$ cat config.mk
export PLATFORM = sky130hd
export DESIGN_NAME = des_spi_master
export DESIGN_NICKNAME = d
export VERILOG_FILES = /design/src/rtl/des_spi_master.sv
export SDC_FILE = /design/constraint.sdc
export NUM_CORES = 1
export LEC_CHECK = 0
export ABC_AREA = 0
export BUFFER_PORTS_ARGS = -buffer_cell sky130_fd_sc_hd__buf_2
export CORE_MARGIN = 3
export CORE_UTILIZATION = 25
export CTS_BUF_LIST = sky130_fd_sc_hd__clkbuf_8
export DETAILED_ROUTE_END_ITERATION = 16
export SYNTH_ARGS = -nofsm -noshare
export SYNTH_HDL_FRONTEND = slang
export SYNTH_SLANG_ARGS = --single-unit
$ cat constraint.sdc
create_clock -name clk -period 6.3 [get_ports clk]
set_clock_uncertainty 0.1 [all_clocks]
set_input_delay 0.63 -clock clk [delete_from_list [all_inputs] [get_ports clk]]
set_output_delay 0.63 -clock clk [all_outputs]
set_load 0.1 [all_outputs]
$ cat src/rtl/des_spi_master.sv
// 64-bit mode-0 SPI master (CPOL=0, CPHA=0, MSB first) for the DES core's SPI slave port.
// Optional feature macro: DES_SPI_LOOPBACK_EN adds a loopback input that samples mosi instead of miso.
module des_spi_master #(
  parameter int WORD_W  = 64,
  parameter int CLK_DIV = 5,
  parameter int CS_GAP  = 20
) (
  input  logic              clk,
  input  logic              rst,
  input  logic              start,
  input  logic [WORD_W-1:0] tx_data,
`ifdef DES_SPI_LOOPBACK_EN
  input  logic              loopback,
`endif
  input  logic              miso,
  output logic              busy,
  output logic              done,
  output logic [WORD_W-1:0] rx_data,
  output logic              sclk,
  output logic              cs_n,
  output logic              mosi
);

  localparam int CNT_MAX  = (CLK_DIV > CS_GAP) ? CLK_DIV : CS_GAP;
  localparam int CNT_W    = $clog2(CNT_MAX + 1);
  localparam int BIT_W    = $clog2(WORD_W) + 1;
  // GAP is entered on the done edge, so it lasts one cycle less than the cs_n high time.
  localparam int GAP_LAST = (CS_GAP >= 2) ? CS_GAP - 2 : 0;

  localparam logic [2:0] S_IDLE  = 3'd0;
  localparam logic [2:0] S_SETUP = 3'd1;
  localparam logic [2:0] S_SHIFT = 3'd2;
  localparam logic [2:0] S_HOLD  = 3'd3;
  localparam logic [2:0] S_GAP   = 3'd4;

  logic [2:0]        r_state;
  logic [CNT_W-1:0]  r_cnt;
  logic [BIT_W-1:0]  r_bit_cnt;
  logic [WORD_W-1:0] r_shift_tx;
  logic [WORD_W-1:0] r_shift_rx;
  logic [WORD_W-1:0] r_rx_data;
  logic              r_sclk;
  logic              r_cs_n;
  logic              r_mosi;
  logic              r_busy;
  logic              r_done;

  logic w_div_end;
  logic w_gap_end;
  logic w_last_bit;
  logic w_rx_bit;

  assign w_div_end  = (r_cnt == CNT_W'(CLK_DIV - 1));
  assign w_gap_end  = (r_cnt == CNT_W'(GAP_LAST));
  assign w_last_bit = (r_bit_cnt == BIT_W'(WORD_W));

`ifdef DES_SPI_LOOPBACK_EN
  logic r_loopback;
  assign w_rx_bit = r_loopback ? r_mosi : miso;
`else
  assign w_rx_bit = miso;
`endif

  always_ff @(posedge clk) begin
    if (rst) begin
      r_state    <= S_IDLE;
      r_cnt      <= '0;
      r_bit_cnt  <= '0;
      r_shift_tx <= '0;
      r_shift_rx <= '0;
      r_rx_data  <= '0;
      r_sclk     <= 1'b0;
      r_cs_n     <= 1'b1;
      r_mosi     <= 1'b0;
      r_busy     <= 1'b0;
      r_done     <= 1'b0;
`ifdef DES_SPI_LOOPBACK_EN
      r_loopback <= 1'b0;
`endif
    end else begin
      r_done <= 1'b0;
      case (r_state)
        S_IDLE: begin
          r_cnt <= '0;
          if (start) begin
            r_state    <= S_SETUP;
            r_shift_tx <= tx_data;
            r_mosi     <= tx_data[WORD_W-1];
            r_cs_n     <= 1'b0;
            r_busy     <= 1'b1;
            r_bit_cnt  <= '0;
`ifdef DES_SPI_LOOPBACK_EN
            r_loopback <= loopback;
`endif
          end
        end
        S_SETUP: begin
          if (w_div_end) begin
            r_cnt      <= '0;
            r_sclk     <= 1'b1;
            r_shift_rx <= {r_shift_rx[WORD_W-2:0], w_rx_bit};
            r_bit_cnt  <= BIT_W'(1);
            r_state    <= S_SHIFT;
          end else begin
            r_cnt <= r_cnt + 1'b1;
          end
        end
        S_SHIFT: begin
          if (w_div_end) begin
            r_cnt <= '0;
            if (r_sclk) begin
              r_sclk <= 1'b0;
              // mosi keeps the final bit after the last falling edge.
              if (!w_last_bit) begin
                r_mosi     <= r_shift_tx[WORD_W-2];
                r_shift_tx <= {r_shift_tx[WORD_W-2:0], 1'b0};
              end
            end else if (w_last_bit) begin
              r_state <= S_HOLD;
            end else begin
              r_sclk     <= 1'b1;
              r_shift_rx <= {r_shift_rx[WORD_W-2:0], w_rx_bit};
              r_bit_cnt  <= r_bit_cnt + 1'b1;
            end
          end else begin
            r_cnt <= r_cnt + 1'b1;
          end
        end
        S_HOLD: begin
          if (w_div_end) begin
            r_cnt     <= '0;
            r_cs_n    <= 1'b1;
            r_mosi    <= 1'b0;
            r_rx_data <= r_shift_rx;
            r_done    <= 1'b1;
            r_state   <= S_GAP;
          end else begin
            r_cnt <= r_cnt + 1'b1;
          end
        end
        S_GAP: begin
          if (w_gap_end) begin
            r_cnt   <= '0;
            r_busy  <= 1'b0;
            r_state <= S_IDLE;
          end else begin
            r_cnt <= r_cnt + 1'b1;
          end
        end
        default: r_state <= S_IDLE;
      endcase
    end
  end

  assign busy    = r_busy;
  assign done    = r_done;
  assign rx_data = r_rx_data;
  assign sclk    = r_sclk;
  assign cs_n    = r_cs_n;
  assign mosi    = r_mosi;

endmodule
; Yosys cells after proc, flatten, opt, wreduce, memory -nomap -nowiden
; Index checks and enable logic that the tools add are counted.
[totals]
register_bits = 211
out_inout_bits = 69
wordCells = 93
[op_classes]
addsub = 2
eq_ne = 16
muxes = 44
n_bitwise = 1
n_reduce_logical = 19
[op_table]
columns = cell, count
row1 = 64-bit 2-to-1 mux, 4
row2 = 63-bit 2-to-1 mux, 4
row3 = 64-bit one-hot mux with 2 select lines, 1
row4 = 63-bit one-hot mux with 2 select lines, 1
row5 = 7-bit 2-to-1 mux, 5
row6 = 3-bit 2-to-1 mux, 7
row7 = 7-bit one-hot mux with 3 select lines, 1
row8 = 2-bit != test (second input constant), 9
row9 = 3-bit one-hot mux with 5 select lines, 1
row10 = 5-bit one-hot mux with 3 select lines, 1
row11 = 1-bit 2-to-1 mux, 13
row12 = 6-bit AND reduction, 2
row13 = 5-bit 2-to-1 mux, 2
row14 = 5-bit AND reduction, 2
row15 = 3-bit AND reduction, 3
row16 = 3-bit nonzero test, 3
row17 = 2-bit nonzero test, 4
row18 = 7-bit by 1-bit adder with 7-bit output (second input constant), 1
row19 = 7-bit equality test (second input constant), 1
row20 = 7-bit AND reduction, 1
row21 = 3-bit by 2-bit equality test with 1-bit output (second input constant), 2
row22 = 1-bit one-hot mux with 2 select lines, 3
row23 = 5-bit by 1-bit adder with 5-bit output (second input constant), 1
row24 = 5-bit by 3-bit equality test with 1-bit output (second input constant), 1
row25 = 9 further kinds, 9

; Depth between registers and ports, before layout
; Gate-level depths: netlist (run 1).
[logic_depth]
depth_word = 5
mapped_depth = 10
ltp_nobuf = 6

; Least setup slack after synthesis (run 1)
; No wires, ideal clock.
[synth_path]
kind = register -> register
start = register r_sclk, in the netlist sclk
end = register r_shift_tx[10]
setup_time_ns = 0.081
arrival_ns = 2.071
setup_slack_ns = 4.048
path_stages_with_launch = 7
synth_period_minus_slack_ns = 2.252
path_cell_list = dfxtp_1 > and2_1 > o2111a_1 > buf_6 > clkbuf_1 > nor3_1 > a211oi_2
[synth_between]
elab_chain_len = 2
[synth_lines]
columns = element, line
row1 = start: declaration, 42  ; logic r_sclk;
row2 = start signal: assignment, 72  ; r_sclk <= 1'b0;
row3 = start signal: assignment, 100  ; r_sclk <= 1'b1;
row4 = start signal: assignment, 112  ; r_sclk <= 1'b0;
row5 = 2-bit != test (no line), --
row6 = 5-bit AND reduction (no line), --
row7 = end signal: assignment, 87  ; r_shift_tx <= tx_data;
row8 = end signal: assignment, 116  ; r_shift_tx <= {r_shift_tx[WORD_W-2:0], 1'b0};
row9 = end: declaration, 39  ; logic [WORD_W-1:0] r_shift_tx;
; Every way passes these cells.
; A chain may end at the register's enable or synchronous reset.

; Worst setup path after layout (run 1)
[layout_path]
start = register r_cnt[0]
end = register r_shift_tx[34]
[layout_between]
elab_chain_len = 3
[layout_lines]
columns = element, line
row1 = start: declaration, 37  ; logic [CNT_W-1:0] r_cnt;
row2 = start signal: assignment, 105  ; r_cnt <= r_cnt + 1'b1;
row3 = start signal: assignment, 126  ; r_cnt <= r_cnt + 1'b1;
row4 = start signal: assignment, 138  ; r_cnt <= r_cnt + 1'b1;
row5 = 5-bit by 3-bit equality test with 1-bit output, 53  ; assign w_div_end = (r_cnt == CNT_W'(CLK_DIV - 1));
row6 = 2-bit != test (no line), --
row7 = 5-bit AND reduction (no line), --
; Every way passes these cells.

==> results.sh, run 1 <==
export IMPL_finalSetupViolCount=0
export IMPL_worstSkewPairLatency_ps=540
export IMPL_cts_resized=0
export IMPL_placed_cells=1446
export IMPL_dp_hpwl_mm=13.70
export IMPL_cp_max_fo=64
export IMPL_initial_core_util_pct=25.69
export IMPL_cts_made_buffers=38
export IMPL_final_area_um2=10780
export IMPL_via_per_inst=4.616
export IMPL_grt_total_usage_pct=11.29
export IMPL_synth_yosys_seq_area_share_pct=47.03
export IMPL_cp_cell_sequence="inv_1 -> ha_1 -> nor4bb_1 -> o2111a_2 -> buf_4 -> or2_4 -> a211oi_2"
export IMPL_worstSetupPathType="flop to flop"
export IMPL_num_vias=6966
export IMPL_peakVddDrop_mv=0.1356
export IMPL_ys_ff_latch=211
export IMPL_cap_violations=0
export IMPL_post_cts_buffers=0
export IMPL_avgSynthCellArea_um2=9.700
export IMPL_finalNonFillerCells=1509
export IMPL_drc_errors=0
export IMPL_placed_area_um2=9955
export IMPL_port_buffers=136
export IMPL_num_rows=68
export IMPL_finalMaxSlewViolations=0
export IMPL_slew_headroom_pct=28.91
export IMPL_critPathSlowestCell="or2_4"
export IMPL_drt_wl_total_mm=22.01
export IMPL_worst_slew_pin_slew_ps=1066
export IMPL_post_route_util_pct=30.82
export IMPL_postSynthCellCount=926
export IMPL_finalCriticalPeriod_ps=3291
export IMPL_ys_warnings_count=0
export IMPL_power_density_nw_per_um2=278.0
export IMPL_firstDrtPassIters=4
export IMPL_status="completed"
export IMPL_ant_nets=0
export IMPL_crit_path_end_kind="flop"
export IMPL_path_clk_slew_ps=60
export IMPL_start_kind="flop"
export IMPL_post_route_period_util_pct=52.24
export IMPL_fmax_mhz=303.8
export IMPL_dieArea_um2=38240
export IMPL_cts_tree="built"
export IMPL_p_leak_nw=3.740
export IMPL_synth_area_um2=8982
export IMPL_cts_root_buf="clkbuf_8"
export IMPL_cp_required_ps=6560
export IMPL_rsz0062_at_grt="no"
export IMPL_place_congestion=0.7711
export IMPL_grt_max_degree=77
export IMPL_grt_pass1_wl_mm=35.97
export IMPL_core_area_um2=34970
export IMPL_ctsHoldBuffers=0
export IMPL_wl_per_cell_um=14.59
export IMPL_syn_num_nets=999
export IMPL_cp_top_family="simple AND/OR/NAND/NOR gates"
export IMPL_final_setup_tns_ps=0
export IMPL_grt_pass1_vias=6887
export IMPL_synth_edf_count=0
export IMPL_cts_path_max_buffers=3
export IMPL_hold_violations=0
export IMPL_htreeDepth=2
export IMPL_io_pins=137
export IMPL_overflow=0
export IMPL_drtIter0Drc=305
export IMPL_async_reset_ff_share_pct=0
export IMPL_crit_arrival_ps=3550
export IMPL_layout_nets=1104
export IMPL_crit_buf_inv=2
export IMPL_hold_path_class="input pin to flop"
export IMPL_drive_above_1_share_pct=25.76
export IMPL_final_cell_mix="dfxtp_1, buf_2, nand2_1"
export IMPL_antenna_found_initial=1
export IMPL_synth_cell_types=49
export IMPL_layout_commonest_cell="dfxtp_1"
export IMPL_die_h_um=195.6
export IMPL_synthToLayoutAreaGrowth_pct=19.99
export IMPL_cts_sinks=211
export IMPL_die_w_um=195.6
export IMPL_ys_flop_type="dfxtp_1"
export IMPL_crit_path_max_incr_delay_ps=940
registers in the layout, indices dropped and copies added (netlist names):
signal and flops:
r_shift_rx 64, rx_data 64, r_shift_tx 63, r_bit_cnt 7
r_cnt 5, r_state 3, busy 1, cs_n 1
done 1, mosi 1, sclk 1
final timing paths:
kind	startpoint	slack [ps]	depth (start not counted)	endpoint
hold / removal	miso	250	3	r_shift_rx[0]$_SDFFE_PP0P_
setup reg to reg	r_cnt[0]$_SDFFE_PP0P_	3010	7	r_shift_tx[34]$_SDFFE_PP0P_
setup / recovery	r_cnt[0]$_SDFFE_PP0P_	3010	7	r_shift_tx[34]$_SDFFE_PP0P_
hold reg to reg	r_shift_rx[34]$_SDFFE_PP0P_	350	2	rx_data[34]$_SDFFE_PP0P_
cells in the mapped netlist, types with 3 or more instances:
library cell / instances / area share (%)
ha_1: 5 / 0.70
clkbuf_1: 56 / 2.3
nand2_1: 134 / 5.6
buf_6: 8 / 1.0
a31oi_1: 3 / 0.21
inv_1: 14 / 0.59
nand2b_1: 67 / 4.7
nor2b_1: 4 / 0.28
a21oi_1: 71 / 4.0
o21ai_0: 4 / 0.22
mux2i_1: 126 / 14
nand4_1: 5 / 0.35
nor3_1: 63 / 3.5
a211oi_2: 60 / 8.4
nor2_1: 17 / 0.71
a211oi_1: 9 / 0.75
a311oi_1: 4 / 0.39
nor3b_1: 3 / 0.25
and3_1: 5 / 0.35
o31ai_1: 7 / 0.59
buf_2: 15 / 0.84
dfxtp_1: 211 / 47
nor4b_1: 3 / 0.29
per-layer routing:
layer	global-route usage, %	wire (um)	vias up
li1	-	-	3482
met2	18.75	10680	91
met5	0	13	-
met4	4.647	676	2
met3	2.312	719	48
met1	14.30	9920	3343
worst reg2reg max path, delay by kind of cell (launching register included):
family / cells / cell delay (ps)
adder cells (fa/ha/maj): 1 / 170
AND/OR/NAND/NOR: 2 / 1380
buffers and inverters: 2 / 660
AO/OA/AOI/OAI: 2 / 460
flip-flops: 1 / 360
per-stage QoR:
step / hold WS [ps] / total power [mW] / worst slack [ps]
floorplan: 332.4 / 1.569 / 4048
global placement: 337.7 / 1.613 / 3113
detailed placement: 343.9 / 1.618 / 3010
CTS: 199.7 / 3.054 / 3010
global route: 229.7 / 3.129 / 2774
finish: 249.9 / 2.996 / 3009
cell families after synthesis:
kind of cell,synth area share (%)
compound gates,15.81
xor+xnor,0.1950
fa+ha+maj,0.6965
buf+inv,4.806
flops,47.03
mux,14.17
simple gates,17.30
power breakdown:
group          switching (mW)  internal (mW)
clock network           0.567          0.841
logic                   0.114         0.0809
registers              0.0220           1.37
cell type report:
type | count | area, um2
fillers | 3618 | 24190
multi-input cells | 621 | 4350
flip-flops and latches | 211 | 4228
repair buffers | 145 | 754.5
clock buffers | 44 | 605.6
well taps | 455 | 569.3
clock inverters | 17 | 212.7
inverters | 14 | 52.55
diodes | 2 | 5.005
(Power assumes the default switching activity.)
==> run 2: changes to the inputs <==
==> constraint.sdc (replaced) <==
create_clock -name clk -period 3 [get_ports clk]
set_clock_uncertainty 0.1 [all_clocks]
set_input_delay 0.3 -clock clk [delete_from_list [all_inputs] [get_ports clk]]
set_output_delay 0.3 -clock clk [all_outputs]
set_load 0.1 [all_outputs]
==> run 2 against run 1 <==
  * Hold slack got worse by 210 ps
  * Cell area is 0.59% higher
  * Cell count is 0.60% higher
  * Setup slack got worse by 2400 ps
  * Core utilization increased by 0.18 points
  * Die area unchanged
  * Total power rose by 100%
  * Via count shrank 1.1%
  * First-iteration DRC count up 1.6%
  * Sequential power increased by 110%
  * Critical endpoint is now r_shift_tx[44]$_SDFFE_PP0P_
  * Largest power group is now registers
==> results.sh, run 2 (synthesis gave the netlist of run 1 again) <==
export IMPL_status="completed"
export IMPL_critPathSlowestCell="buf_4"
export IMPL_cts_path_max_buffers=3
export IMPL_drtIter0Drc=310
export IMPL_start_kind="flop"
export IMPL_power_density_nw_per_um2=554.9
export IMPL_worst_slew_pin_slew_ps=868.8
export IMPL_regArea_um2=4228
export IMPL_num_vias=6889
export IMPL_via_per_inst=4.538
export IMPL_layout_commonest_cell="dfxtp_1"
export IMPL_cts_root_buf="clkbuf_8"
export IMPL_synthToLayoutAreaGrowth_pct=20.70
export IMPL_grt_max_degree=122
export IMPL_cts_sinks=211
export IMPL_drt_wl_total_mm=21.79
export IMPL_htreeDepth=2
export IMPL_peakVddDrop_mv=0.1993
export IMPL_finalNonFillerCells=1518
export IMPL_io_pins=137
export IMPL_dp_slack_ps=598.4
export IMPL_rsz0062_at_grt="no"
export IMPL_finalCriticalPeriod_ps=2408
export IMPL_post_route_period_util_pct=80.26
export IMPL_crit_arrival_ps=2730
export IMPL_ant_nets=0
export IMPL_drc_errors=0
export IMPL_firstDrtPassIters=4
export IMPL_placed_cells=1451
export IMPL_core_area_um2=34970
export IMPL_setup_ws_ps=592.2
export IMPL_die_h_um=195.6
export IMPL_drive_above_1_share_pct=25.99
export IMPL_cp_max_fo=63
export IMPL_dp_hpwl_mm=13.86
export IMPL_crit_path_max_incr_delay_ps=550
export IMPL_final_cell_mix="dfxtp_1, buf_2, nand2_1"
export IMPL_cts_made_buffers=38
export IMPL_antenna_found_initial=2
export IMPL_grt_pass1_vias=6961
export IMPL_ctsHoldBuffers=2
export IMPL_place_congestion=0.7204
export IMPL_crit_path_end_kind="flop"
export IMPL_grt_pass1_wl_mm=35.35
export IMPL_finalMaxSlewViolations=0
export IMPL_cts_resized=0
export IMPL_slew_headroom_pct=42.08
export IMPL_hold_path_class="input pin to flop"
export IMPL_cp_cell_sequence="inv_1 -> ha_1 -> nor4bb_1 -> o2111a_2 -> buf_4 -> nor3_1 -> a211oi_2"
export IMPL_p_leak_nw=3.782
export IMPL_dieArea_um2=38240
export IMPL_final_setup_tns_ps=0
export IMPL_wl_per_cell_um=14.36
export IMPL_die_w_um=195.6
export IMPL_port_buffers=136
export IMPL_fmax_mhz=415.3
export IMPL_multi_input_area_um2=4350
export IMPL_path_clk_slew_ps=60
export IMPL_num_rows=68
export IMPL_r2r_setup_slack_ps=590
export IMPL_post_cts_buffers=0
export IMPL_fillCellCount=3612
export IMPL_cts_tree="built"
export IMPL_hold_violations=0
export IMPL_worstSkewPairLatency_ps=520
export IMPL_overflow=0
export IMPL_cp_required_ps=3320
export IMPL_worstSetupPathType="flop to flop"
export IMPL_grt_total_usage_pct=10.98
export IMPL_cap_violations=0
export IMPL_layout_nets=1111
export IMPL_finalSetupViolCount=0
export IMPL_initial_core_util_pct=25.69
==> run 2: cell types whose count changed in the layout (fill, tap and decap cells not counted), sizes merged <==
cell         previous run  this run
buf                   145       150
dlygate4sd3             0         2
clkinv                  3         2
clkbuf                 44        51
inv                    22        24
diode                   2         1
bufinv                  5         0
==> run 2: power breakdown <==
part | switching (mW) | internal, mW
Sequential | 0.0453 | 2.88
Clock | 1.16 | 1.51
Combinational | 0.240 | 0.180
==> run 2: worst paths after layout <==
kind / start / endpoint / depth (start not counted)
setup reg to reg: r_cnt[0]$_SDFFE_PP0P_ / r_shift_tx[44]$_SDFFE_PP0P_ / 7
hold / removal: tx_data[0] / r_shift_tx[0]$_SDFFE_PP0P_ / 4
hold reg to reg: r_shift_rx[57]$_SDFFE_PP0P_ / rx_data[57]$_SDFFE_PP0P_ / 2
setup / recovery: r_cnt[0]$_SDFFE_PP0P_ / r_shift_tx[44]$_SDFFE_PP0P_ / 7
==> run 2: area by class of cell <==
| type | instances | area share (%) |
|---|---|---|
| Multi-Input combinational cell | 621 | 40.13 |
| Sequential cell | 211 | 39.00 |
| Timing Repair Buffer | 152 | 8.067 |
| Clock buffer | 51 | 6.474 |
| Tap cell | 455 | 5.251 |
| Clock inverter | 13 | 0.5770 |
| Inverter | 14 | 0.4847 |
| Antenna cell | 1 | 0.02308 |
==> run 2: critical path, delay by kind of cell, from the launching register on <==
family | cells | cell delay (ps)
AND/OR/NAND/NOR | 2 | 510
flip-flops | 1 | 350
buffers and inverters | 2 | 650
adder cells (fa/ha/maj) | 1 | 160
AO/OA/AOI/OAI | 2 | 490
==> run 2: layer usage <==
metal	global-route usage [%]	vias up	wire length, um
li1	-	3493	-
met2	19.08	96	10790
met4	3.670	2	429
met1	13.62	3267	9897
met5	0	-	7
met3	2.139	31	664
==> run 2: per-stage QoR <==
step / area, um2 / power [mW] / hold WS (ps) / utilization [%]
floorplan: 8982 / 3.295 / 332.4 / -
global placement: 10050 / 3.393 / 336.5 / 28.75
detailed placement: 10050 / 3.408 / 341.3 / 28.75
CTS: 10840 / 6.148 / 8.080 / 31.00
global route: 10840 / 6.296 / 33.23 / 31.00
finish: 10840 / 6.016 / 41.92 / 31.00
